`src/rtl/col_lane_serializer.sv`:
```
// Captures a CH-lane plane in one cycle and emits it one lane per beat on a valid/ready stream.
// Optional COL_ROTATE_START_EN adds a start_idx port selecting the first emitted lane.
//
// state | meaning
// IDLE  | no plane held, load accepted
// SEND  | plane held, presenting lane[idx] until CH beats have transferred
module col_lane_serializer #(
    parameter int N  = 5,
    parameter int CH = 5,
    localparam int SELW = $clog2(CH)
) (
    input  logic              clk,
    input  logic              rst_n,
    input  logic              load,
    input  logic [CH*N-1:0]   in_bus,
`ifdef COL_ROTATE_START_EN
    input  logic [SELW-1:0]   start_idx,
`endif
    output logic              busy,
    output logic              out_valid,
    input  logic              out_ready,
    output logic [N-1:0]      out_data,
    output logic [SELW-1:0]   out_idx,
    output logic              out_last
);

    typedef enum logic {IDLE, SEND} state_t;

    localparam logic [SELW-1:0] LAST = SELW'(CH - 1);

    state_t              state;
    logic [CH*N-1:0]     plane;
    logic [SELW-1:0]     idx;
    logic [SELW-1:0]     cnt;
    logic [SELW-1:0]     first_idx;
    logic [SELW-1:0]     next_idx;

    always_comb begin
        first_idx = '0;
`ifdef COL_ROTATE_START_EN
        // Out-of-range start lanes fall back to lane 0.
        first_idx = (start_idx > LAST) ? '0 : start_idx;
`endif
        next_idx = (idx == LAST) ? '0 : idx + 1'b1;
    end

    assign busy      = (state == SEND);
    assign out_valid = (state == SEND);

    always_ff @(posedge clk or negedge rst_n) begin
        if (!rst_n) begin
            state    <= IDLE;
            plane    <= '0;
            idx      <= '0;
            cnt      <= '0;
            out_data <= '0;
            out_idx  <= '0;
            out_last <= 1'b0;
        end else begin
            case (state)
                IDLE: begin
                    if (load) begin
                        state    <= SEND;
                        plane    <= in_bus;
                        idx      <= first_idx;
                        cnt      <= '0;
                        out_data <= in_bus[first_idx*N +: N];
                        out_idx  <= first_idx;
                        out_last <= 1'b0;
                    end
                end
                SEND: begin
                    if (out_ready) begin
                        idx <= next_idx;
                        if (cnt == LAST) begin
                            // Final beat: outputs return to their idle values.
                            state    <= IDLE;
                            cnt      <= '0;
                            out_data <= '0;
                            out_idx  <= '0;
                            out_last <= 1'b0;
                        end else begin
                            cnt      <= cnt + 1'b1;
                            out_data <= plane[next_idx*N +: N];
                            out_idx  <= next_idx;
                            out_last <= ((cnt + 1'b1) == LAST);
                        end
                    end
                end
                default: state <= IDLE;
            endcase
        end
    end

endmodule

```
`config.mk`:
```
export PLATFORM = sky130hd
export DESIGN_NAME = col_lane_serializer
export DESIGN_NICKNAME = d
export VERILOG_FILES = /design/src/rtl/col_lane_serializer.sv
export SDC_FILE = /design/constraint.sdc
export NUM_CORES = 1
export LEC_CHECK = 0
export ABC_AREA = 0
export BUFFER_PORTS_ARGS = -buffer_cell sky130_fd_sc_hd__buf_2
export CORE_MARGIN = 3
export CORE_UTILIZATION = 59
export CTS_CLUSTER_DIAMETER = 100
export CTS_CLUSTER_SIZE = 24
export DETAILED_ROUTE_END_ITERATION = 7
export HOLD_SLACK_MARGIN = 0.15
export PLACE_DENSITY_LB_ADDON = 0.1
export SETUP_SLACK_MARGIN = 0.5
export SLEW_MARGIN = 40
export SYNTH_ARGS = -nofsm -noshare
export SYNTH_HDL_FRONTEND = slang
export SYNTH_SLANG_ARGS = --single-unit
```
`constraint.sdc`:
```
create_clock -name clk -period 4.42 [get_ports clk]
set_clock_uncertainty 0.15 [all_clocks]
set_input_delay 0.442 -clock clk [delete_from_list [all_inputs] [get_ports clk]]
set_output_delay 0.442 -clock clk [all_outputs]
set_load 0.005 [all_outputs]
```
Yosys cells after proc, flatten, opt, wreduce, memory -nomap -nowiden:

Index checks and enable logic that the tools add are counted.

* flip-flop bits (word level): 41
* bits of input ports: 29
* logic and storage cells: 41

* add/sub/neg operators: 2
* $mul: 1
* equal/unequal tests: 5
* shift-type cells: 1
* mux-type cells: 22
* bitwise gates (word level): 1
* reduce and logical (&&, ||, !) cells: 2

Operators with widths (number)
* $shiftx 25x7->5: 1
* $mux 3: 7
* $pmux 3 s2: 3
* $mux 5: 3
* $pmux 5 s2: 1
* $eq 3x3->1 const B: 3
* $add 3x1->3 const B: 2
* $mul 3x3->6 const B: 1
* $mux 1: 6
* $ne 2x2->1 const B: 2
* $pmux 1 s2: 2
* $reduce_and 2->1: 2
* $not 1->1: 1

Longest topological paths before layout:

Gate-level depths: netlist of run 1.

* depth after elaboration: 7
* gate-level depth with buffers: 9
* mapped depth without buffers: 6

Worst setup path after synthesis of run 1:

No wires, ideal clock.

* kind: register to register
* start point: register idx[0]
* end point: register out_data[0]
* library setup time: 138 ps
* arrival time: 1849 ps
* required time: 4132 ps
* slack: 2283 ps
* cell stages (with the launch flop): 10
* cell sequence: dfrtp_1 > buf_2 > inv_2 > ha_1 > buf_2 > or3b_1 > and2_1 > clkbuf_1 > a21oi_1 > o32ai_1

* word-level cells in the longest chain between the ends: 7
* elaborated cells between the ends (all ways): 8
* those cells by class: add/sub (1); mul (1); eq/ne (1); shift (1); mux (4)

RTL lines
* from (decl): line 33 `logic [SELW-1:0] idx;`
* from (signal assigned): line 65 `idx <= first_idx;`
* from (signal assigned): line 74 `idx <= next_idx;`
* $add 3x1->3 or $eq 3x3->1 (tied branches): line 44 `next_idx = (idx == LAST) ? '0 : idx + 1'b1;`
* $mux 3 (*): line 44
* $mul 3x3->6 (*): line 84 `out_data <= plane[next_idx*N +: N];`
* $shiftx 25x7->5 (*): line 84
* $mux 5 (*): line 75 `if (cnt == LAST) begin`
* $mux 5 (*): line 73 `if (out_ready) begin`
* $pmux 5 s2 (*): line 60 `case (state)`
* to (signal assigned): line 67 `out_data <= in_bus[first_idx*N +: N];`
* to (signal assigned): line 84
* to (decl): line 22 `output logic [N-1:0] out_data,`

Every way passes the cells marked *; elsewhere a longest branch is shown, timed or not. The select of a mux whose other input is x is not followed.
A chain may end at the register's enable or synchronous reset.

Worst setup path in the final report of run 1:

Ends and elaborated chain as after synthesis.

==> out/summary.txt, run 1 <==
Status: finished, final reports clean
Leak pwr: 1.13 nW
Largest net degree at the start of global routing: 42
Post-synthesis sequential area ratio: 48.9%
Commonest non-fill, non-tap cells in the layout: 41 x dfrtp_1, 38 x buf_2, 25 x mux2_2
Mapped Cells: 184
Synth unique cells: 36
TritonRoute pass-1 iters: 4
Flop pwr share: 42.7%
Most common cell after layout, fill and taps aside: dfrtp_1
Final ANT Viol Nets: 0
Final Hold Fails: 0
Cell internal pwr: 1.05 mW
Top cell family by delay on the critical path: compound AO/OA/AOI/OAI gates
Final non-filler cell total: 271
Cell Rows: 21
Rel. slew slack: 49.9%
Die height: 65.6 µm
CTS sink count: 41
Max VDD drop: 0.375 mV
Clk slew on worst S/H paths: 0.11 ns
Die area: 0.00431 mm²
Crit-path slowest cell: dfrtp_1
Layout cells sized above 1: 35.1%
Power Density: 698 mW/mm²
Sw Share: 37.7%
Die W: 65.6 µm
Worst setup slack after layout: 1.68 ns
Largest cells by area after synthesis: dfrtp_1 49%, mux2_2 13%, ha_1 3.0%
CP Buf/Inv Count: 1
Arrival @ worst endpoint: 2.85 ns
Sw power: 0.635 mW
ANT cells: 0
Post-CTS setup buffer count: 0
Synth Net Count: 218
Final period utilization: 62.0%
Yosys top cell by area: dfrtp_1
Clk pwr share: 11.3%
Mapped Area: 0.00210 mm²
Mean Syn Cell Area: 11.4 µm²
Core Box Area: 0.00339 mm²
Drt first-iter violations: 76
Critical Path End Type: flop
Max-cap check violation count: 0
Wirelength per Cell: 16.9 µm
# placed instances: 259
Setup CP Type: reg2reg
Max Freq: 365 MHz
Comb pwr share: 46.0%
Total power: 1.68 mW
Startpoint Class: flop
Fin. max-slew vios: 0
Critical Path RT: 4.53 ns
Initial antenna violation count: 0
Nets@finish: 259
Slew @ Worst Pin: 0.752 ns
Ys Warns: 0
Post-CTS resize count: 0
Pre-CTS setup slack: 1.74 ns
GP Congestion: 0.840
Gr usage total: 23.8%
First-pass GRT wire length: 7640 µm
CTS root buf: clkbuf_4
Synth-to-layout area growth: 15.0%
CTS Hold Buffers Added: 5
Final setup fails: 0
Aggregate routed wire length: 4580 µm
CTS Buf Count: 5
GRT overflow: 0
Initial Util: 61.9%
Longest Clk Path Bufs: 2
RSZ-0062 raised after global routing: no
H-tree level count: 2
Top cell type's share of synthesized area: 48.9%
Top Ports: 40
Clk_lat worst skew: 0.36 ns
Count of buffers from port buffering: 39
Worst Path Max Fanout: 25
Cells along the critical path: inv_2 > ha_1 > a21boi_2 > o221ai_1 > o32a_1 > o32ai_1
Vias post-DR: 1,609
Vias in the first global route: 1,678
Hold Crit Class: in2reg
Via/cell ratio: 5.94
Register bit count reported by yosys: 41
TritonCTS clock tree: done
DP HPWL: 3400 µm
CP max stage delay: 0.85 ns
Minimum clock period: 2.74 ns
Setup TNS: 0 ns
Remaining DRCs: 0
==> state kept, by name, summed over array words and instances (netlist names) <==
| register | flops |
|---|---|
| plane | 25 |
| out_data | 5 |
| cnt | 3 |
| idx | 3 |
| out_idx | 3 |
| busy | 1 |
| out_last | 1 |
==> worst reg2reg max path: stages, from the launching register on <==
cell and delay (ns):
dfrtp_1 0.85, inv_2 0.16, ha_1 0.43, a21boi_2 0.36
o221ai_1 0.20, o32a_1 0.20, o32ai_1 0.29
==> routing by layer <==
| metal | wire, µm | track usage [%] | up-vias |
|---|---|---|---|
| li1 | - | - | 750 |
| met1 | 1940 | 29.1 | 784 |
| met2 | 2260 | 39.9 | 65 |
| met3 | 287 | 4.79 | 10 |
| met4 | 96 | 11.7 | 0 |
| met5 | 0 | 0 | - |
==> worst paths after layout <==
path                                 start           to  slack (ns)  cells after the start
worst max register to register      idx[0]  out_data[0]        1.68                      6
worst min register to register  out_idx[2]   out_idx[2]        0.35                      2
min in group asynchronous            rst_n       cnt[2]        0.43                      2
worst max-delay path                idx[0]  out_data[0]        1.68                      6
max in group asynchronous            rst_n    plane[12]        3.34                      2
worst min-delay path            in_bus[18]    plane[18]        0.16                      2
==> power by group through the flow <==
stage / logic, mW / registers, mW / clock network, mW
after floorplan: 0.633 / 0.647 / 0
after global placement: 0.746 / 0.717 / 0
after detailed placement: 0.770 / 0.724 / 0
after CTS: 0.777 / 0.717 / 0.194
after global routing: 0.855 / 0.746 / 0.207
final: 0.775 / 0.719 / 0.190
==> cells in the mapped netlist <==
cell type   n
or3b_1      1
mux2i_1     5
or2_2       4
xor2_2      1
o21a_1      4
and3b_1     1
a31oi_1     1
nand2b_1    3
and3_1      1
or2b_1      1
inv_1       4
clkbuf_1    2
dfrtp_1    41
a21oi_1    11
inv_2       1
nand2_1     8
buf_4       2
nor2_1      9
o32a_1      4
a22o_1      6
nor3_1      5
ha_1        5
o221ai_1    4
o32ai_1     4
a21boi_2    1
and2b_1     1
o21ai_1     2
o211ai_1    2
o21ai_0     4
and2_1      3
o21ba_1     4
buf_1       1
buf_2       6
nor2b_1     6
mux2_2     25
o22a_1      1
==> final cells by class <==
type                    count  area, µm²
inverters                   5       18.8
flip-flops and latches     41       1030
well taps                  46       57.6
fillers                   252        977
repair buffers             45        255
multi-input cells         127       1000
clock buffers               7       55.1
==> stage by stage <==
step | util (%) | hold slack, ns | instance area (µm²)
final | 71.2 | 0.157 | 2410
after global routing | 71.2 | 0.154 | 2410
after CTS | 71.2 | 0.150 | 2410
after detailed placement | 68.1 | 0.298 | 2310
after global placement | 68.0 | 0.322 | 2300
after floorplan | - | -0.00359 | 2100
==> cells by family after synthesis <==
kind of cell    after synthesis  synth area share, %
compound gates               48                 17.1
simple gates                 43                 10.9
flops                        41                 48.9
mux                          30                 15.8
buf+inv                      16                 3.58
fa+ha+maj                     5                 2.98
xor+xnor                      1                0.775
No activity file was read; power rests on OpenSTA's default activity.
==> run 2: changes to the inputs <==
--- a/config.mk
+++ b/config.mk
@@ -8,7 +8,7 @@
 export ABC_AREA = 0
 export BUFFER_PORTS_ARGS = -buffer_cell sky130_fd_sc_hd__buf_2
 export CORE_MARGIN = 3
-export CORE_UTILIZATION = 59
+export CORE_UTILIZATION = 49
 export CTS_CLUSTER_DIAMETER = 100
 export CTS_CLUSTER_SIZE = 24
 export DETAILED_ROUTE_END_ITERATION = 7
==> constraint.sdc (replaced) <==
create_clock -name clk -period 2.2 [get_ports clk]
set_clock_uncertainty 0.15 [all_clocks]
set_input_delay 0.22 -clock clk [delete_from_list [all_inputs] [get_ports clk]]
set_output_delay 0.22 -clock clk [all_outputs]
set_load 0.005 [all_outputs]
==> out/summary.txt, run 2 (synthesis gave the netlist of run 1 again) <==
Minimum clock period: 1.87 ns
Sw Share: 35.7%
# placed instances: 269
Startpoint Class: flop
Critical Path RT: 2.22 ns
Count of buffers from port buffering: 39
H-tree level count: 2
Worst Path Max Fanout: 6
Max-cap check violation count: 0
CTS Buf Count: 5
Die height: 71.4 µm
Layout cells sized above 1: 41.8%
Commonest non-fill, non-tap cells in the layout: 39 x buf_2, 38 x dfrtp_1, 28 x dlygate4sd3_1
Arrival @ worst endpoint: 1.90 ns
Nets@finish: 296
Vias post-DR: 1,719
Die area: 0.00510 mm²
Final non-filler cell total: 313
Critical Path End Type: flop
Biggest register: plane
Number of cells on the critical path: 7
Max Freq: 534 MHz
Initial Util: 51.7%
Cell Rows: 23
Status: finished, final reports clean
Synth-to-layout area growth: 38.2%
Largest net degree at the start of global routing: 17
Clk_lat worst skew: 0.29 ns
Hold Crit Class: in2async
Largest register FFs: 25
CTS root buf: clkbuf_8
Fin. max-slew vios: 0
Reg2Reg Launch Point: idx[0]
Remaining DRCs: 0
Sw power: 1.47 mW
Rel. slew slack: 74.4%
Worst flop-to-flop path endpoint: out_data[3]
Final period utilization: 85.2%
Initial antenna violation count: 0
Gr usage total: 22.1%
Reg2reg path depth: 7
Aggregate routed wire length: 5110 µm
Final setup fails: 0
R2r setup slk: 0.33 ns
Total power: 4.10 mW
Flop pwr share: 34.8%
Final Hold Fails: 0
CTS sink count: 41
Fill cell total of the finished layout: 284
Clk slew on worst S/H paths: 0.08 ns
Setup CP Type: reg2reg
Die W: 71.4 µm
Largest regs: plane x25, out_data x5
GP Congestion: 0.897
DP HPWL: 3590 µm
Vias in the first global route: 1,797
GRT overflow: 0
Final hold slack: 0.196 ns
Leak pwr: 1.33 nW
Most common cell after layout, fill and taps aside: buf_2
Comb pwr share: 49.8%
CP max stage delay: 0.45 ns
CP Buf/Inv Count: 2
RSZ-0062 raised after global routing: yes
Power Density: 1420 mW/mm²
Top Ports: 40
Cells along the critical path: inv_6 > ha_4 > a21boi_4 > buf_6 > and3b_1 > o211ai_1 > a31oi_1
Final ANT Viol Nets: 0
Cell internal pwr: 2.64 mW
TritonCTS clock tree: done
Core Box Area: 0.00406 mm²
Setup TNS: 0 ns
Wirelength per Cell: 16.3 µm
First-pass GRT wire length: 8780 µm
Crit-path slowest cell: dfrtp_2
Clk pwr share: 15.4%
Max VDD drop: 0.687 mV
Top cell family by delay on the critical path: compound AO/OA/AOI/OAI gates
Via/cell ratio: 5.49
Longest Clk Path Bufs: 2
ANT cells: 0
Slew @ Worst Pin: 0.382 ns
Drt first-iter violations: 135
TritonRoute pass-1 iters: 4
==> run 2: worst max-delay path by stage <==
| stage | from | endpoint | slack, ns |
|---|---|---|---|
| global route | idx[0] | out_data[4] | 0.24 |
| finish | idx[0] | out_data[3] | 0.33 |
| global placement | idx[0] | out_data[0] | 0.24 |
| CTS | idx[1] | out_data[3] | 0.37 |
| floorplan | idx[0] | out_data[0] | 0.20 |
| detailed placement | idx[0] | out_data[1] | 0.14 |
==> run 2: cell type report <==
type	instances	area (µm²)	area share, %
Clock buffer	6	82.6	2.85
Clock inverter	2	37.5	1.29
Inverter	5	23.8	0.820
Multi-Input combinational cell	127	1070	36.8
Sequential cell	41	1030	35.5
Tap cell	50	62.6	2.16
Timing Repair Buffer	82	596	20.5
==> run 2: per-layer routing <==
metal | vias to the layer above | global-route usage, % | routed length (µm)
met5 | - | 0 | 0
met4 | 0 | 6.05 | 74
met3 | 8 | 4.49 | 284
met2 | 54 | 35.5 | 2400
met1 | 839 | 30.4 | 2350
li1 | 818 | - | -
==> run 2: what timing repair did <==
| item | in CTS | in global routing |
|---|---|---|
| resized for setup | 13 | 2 |
| endpoints found under the hold margin | 73 | 0 |
| hold buffers | 28 | 0 |
| endpoints found under the setup margin | 7 | 15 |
| pin swaps | 8 | 0 |
| buffers inserted | 8 | 0 |
==> run 2: worst reg2reg max path, cell delays in order, from the launching register on <==
cell and delay (ns):
dfrtp_2 0.45, inv_6 0.04, ha_4 0.27, a21boi_4 0.28, buf_6 0.14, and3b_1 0.16, o211ai_1 0.16, a31oi_1 0.10
==> run 2: through the flow <==
stage | util (%) | setup slack, ns | cell area [µm²]
2_1_floorplan | - | 0.195 | 2150
3_3_place_gp | 58.8 | 0.240 | 2390
3_5_place_dp | 58.8 | 0.144 | 2390
4_1_cts | 71.3 | 0.370 | 2890
5_1_grt | 71.4 | 0.236 | 2900
6_report | 71.4 | 0.326 | 2900
==> run 2: power groups by stage <==
stage | logic (mW) | clock network, mW | registers, mW
2_1_floorplan | 1.38 | 0 | 1.31
3_3_place_gp | 1.66 | 0 | 1.40
6_report | 2.04 | 0.633 | 1.43
5_1_grt | 2.25 | 0.684 | 1.48
4_1_cts | 2.00 | 0.645 | 1.42
3_5_place_dp | 1.70 | 0 | 1.41
==> run 3: changes to the inputs <==
--- a/config.mk
+++ b/config.mk
@@ -7,8 +7,7 @@
 export LEC_CHECK = 0
 export ABC_AREA = 0
 export BUFFER_PORTS_ARGS = -buffer_cell sky130_fd_sc_hd__buf_2
-export CORE_MARGIN = 3
-export CORE_UTILIZATION = 49
+export CORE_UTILIZATION = 45
 export CTS_CLUSTER_DIAMETER = 100
 export CTS_CLUSTER_SIZE = 24
 export DETAILED_ROUTE_END_ITERATION = 7
==> out/summary.txt, run 3 (synthesis gave the netlist of run 1 again) <==
Minimum clock period: 1.87 ns
GRT overflow: 0
Die W: 70.3 µm
Power Density: 1410 mW/mm²
Largest regs: plane x25, out_data x5
Initial antenna violation count: 0
Arrival @ worst endpoint: 1.89 ns
DP HPWL: 3470 µm
Via/cell ratio: 5.41
Hold Crit Class: in2async
Final Hold Fails: 0
Largest register FFs: 25
GP Congestion: 0.886
Cells along the critical path: inv_2 > ha_4 > a21boi_4 > buf_6 > and3b_1 > o211ai_1 > a31oi_1
WL met2: 2290 µm
Vias post-DR: 1,671
TritonCTS clock tree: done
Crit-path slowest cell: dfrtp_1
TritonRoute pass-1 iters: 4
Die area: 0.00494 mm²
Critical Path RT: 2.22 ns
Final ANT Viol Nets: 0
Met1 wire length: 2350 µm
Largest net degree at the start of global routing: 42
First-pass GRT wire length: 8240 µm
Commonest non-fill, non-tap cells in the layout: 39 x dfrtp_1, 38 x buf_2, 28 x dlygate4sd3_1
Reg2Reg Launch Point: idx[1]
Status: finished, final reports clean
Vias in the first global route: 1,687
CTS sink count: 41
Drt first-iter violations: 86
Synth-to-layout area growth: 37.6%
Count of buffers from port buffering: 39
Slew @ Worst Pin: 0.517 ns
Wire length on met3: 187 µm
Remaining DRCs: 0
CTS Buf Count: 5
Max Freq: 534 MHz
Leak pwr: 1.31 nW
Wirelength per Cell: 15.9 µm
Max-cap check violation count: 0
Longest Clk Path Bufs: 2
Setup TNS: 0 ns
Initial Util: 47.5%
Core Box Area: 0.00441 mm²
Final setup fails: 0
Fin. max-slew vios: 0
RSZ-0062 raised after global routing: yes
ANT cells: 0
Setup CP Type: reg2reg
Most common cell after layout, fill and taps aside: dfrtp_1
R2r setup slk: 0.33 ns
Nets@finish: 290
Biggest register: plane
Rel. slew slack: 65.5%
H-tree level count: 2
Worst Path Max Fanout: 5
Top cell family by delay on the critical path: compound AO/OA/AOI/OAI gates
CP max stage delay: 0.43 ns
Reg2reg path depth: 7
Critical Path End Type: flop
Die height: 70.3 µm
Aggregate routed wire length: 4910 µm
Gr usage total: 21.5%
Top Ports: 40
CTS root buf: clkbuf_8
Worst flop-to-flop path endpoint: out_data[3]
Top Layer Used: met4
Total power: 4.06 mW
Max VDD drop: 0.740 mV
Layout cells sized above 1: 41.2%
Clk slew on worst S/H paths: 0.07 ns
CP Buf/Inv Count: 2
Startpoint Class: flop
Final period utilization: 85.1%
Cell Rows: 24
Clk_lat worst skew: 0.29 ns
-- run 3: how the worst max path moves through the flow --
stage                 from           to  cells past startpoint
floorplan           idx[0]  out_data[0]                      9
global placement    idx[0]  out_data[1]                      6
detailed placement  idx[0]  out_data[1]                      6
CTS                 idx[1]  out_data[3]                      7
global route        idx[1]  out_data[0]                      6
finish              idx[1]  out_data[3]                      7
-- run 3: cell type report --
class | count | area (µm²)
sequential | 41 | 1030
clock buffer | 7 | 86.3
multi-input combinational | 127 | 1100
tap | 52 | 65.1
clock inverter | 1 | 30.0
fill | 357 | 1530
timing repair buffer | 76 | 549
inverter | 5 | 23.8
-- run 3: report_power, final --
part / total [mW] / internal (mW) / switching [mW] / leakage, nW
logic: 2.00 / 1.13 / 0.877 / 0.753
registers: 1.44 / 1.11 / 0.325 / 0.501
clock network: 0.624 / 0.370 / 0.254 / 0.0585
-- run 3: timing repair --
item,4_1_cts,5_1_grt
pin swaps,6,2
hold buffers,28,0
setup buffers,4,0
gates resized for setup,13,5
endpoints found under the setup margin,7,7
endpoints found under the hold margin,73,0
-- run 3: per-stage QoR --
step / worst slack (ns) / area, µm² / cells / hold slack, ns / util, %
2_1_floorplan: 0.195 / 2150 / 184 / -0.226 / -
3_3_place_gp: 0.249 / 2370 / 269 / 0.232 / 53.8
3_5_place_dp: 0.162 / 2380 / 269 / 0.0852 / 53.9
4_1_cts: 0.338 / 2860 / 309 / 0.314 / 64.7
5_1_grt: 0.244 / 2890 / 309 / 0.304 / 65.4
6_report: 0.328 / 2890 / 309 / 0.288 / 65.4
-- run 3: routing by layer --
metal | global-route usage, % | vias up
li1 | - | 806
met2 | 34.1 | 42
met3 | 5.19 | 9
met5 | 0 | -
met1 | 28.8 | 814
met4 | 7.33 | 0
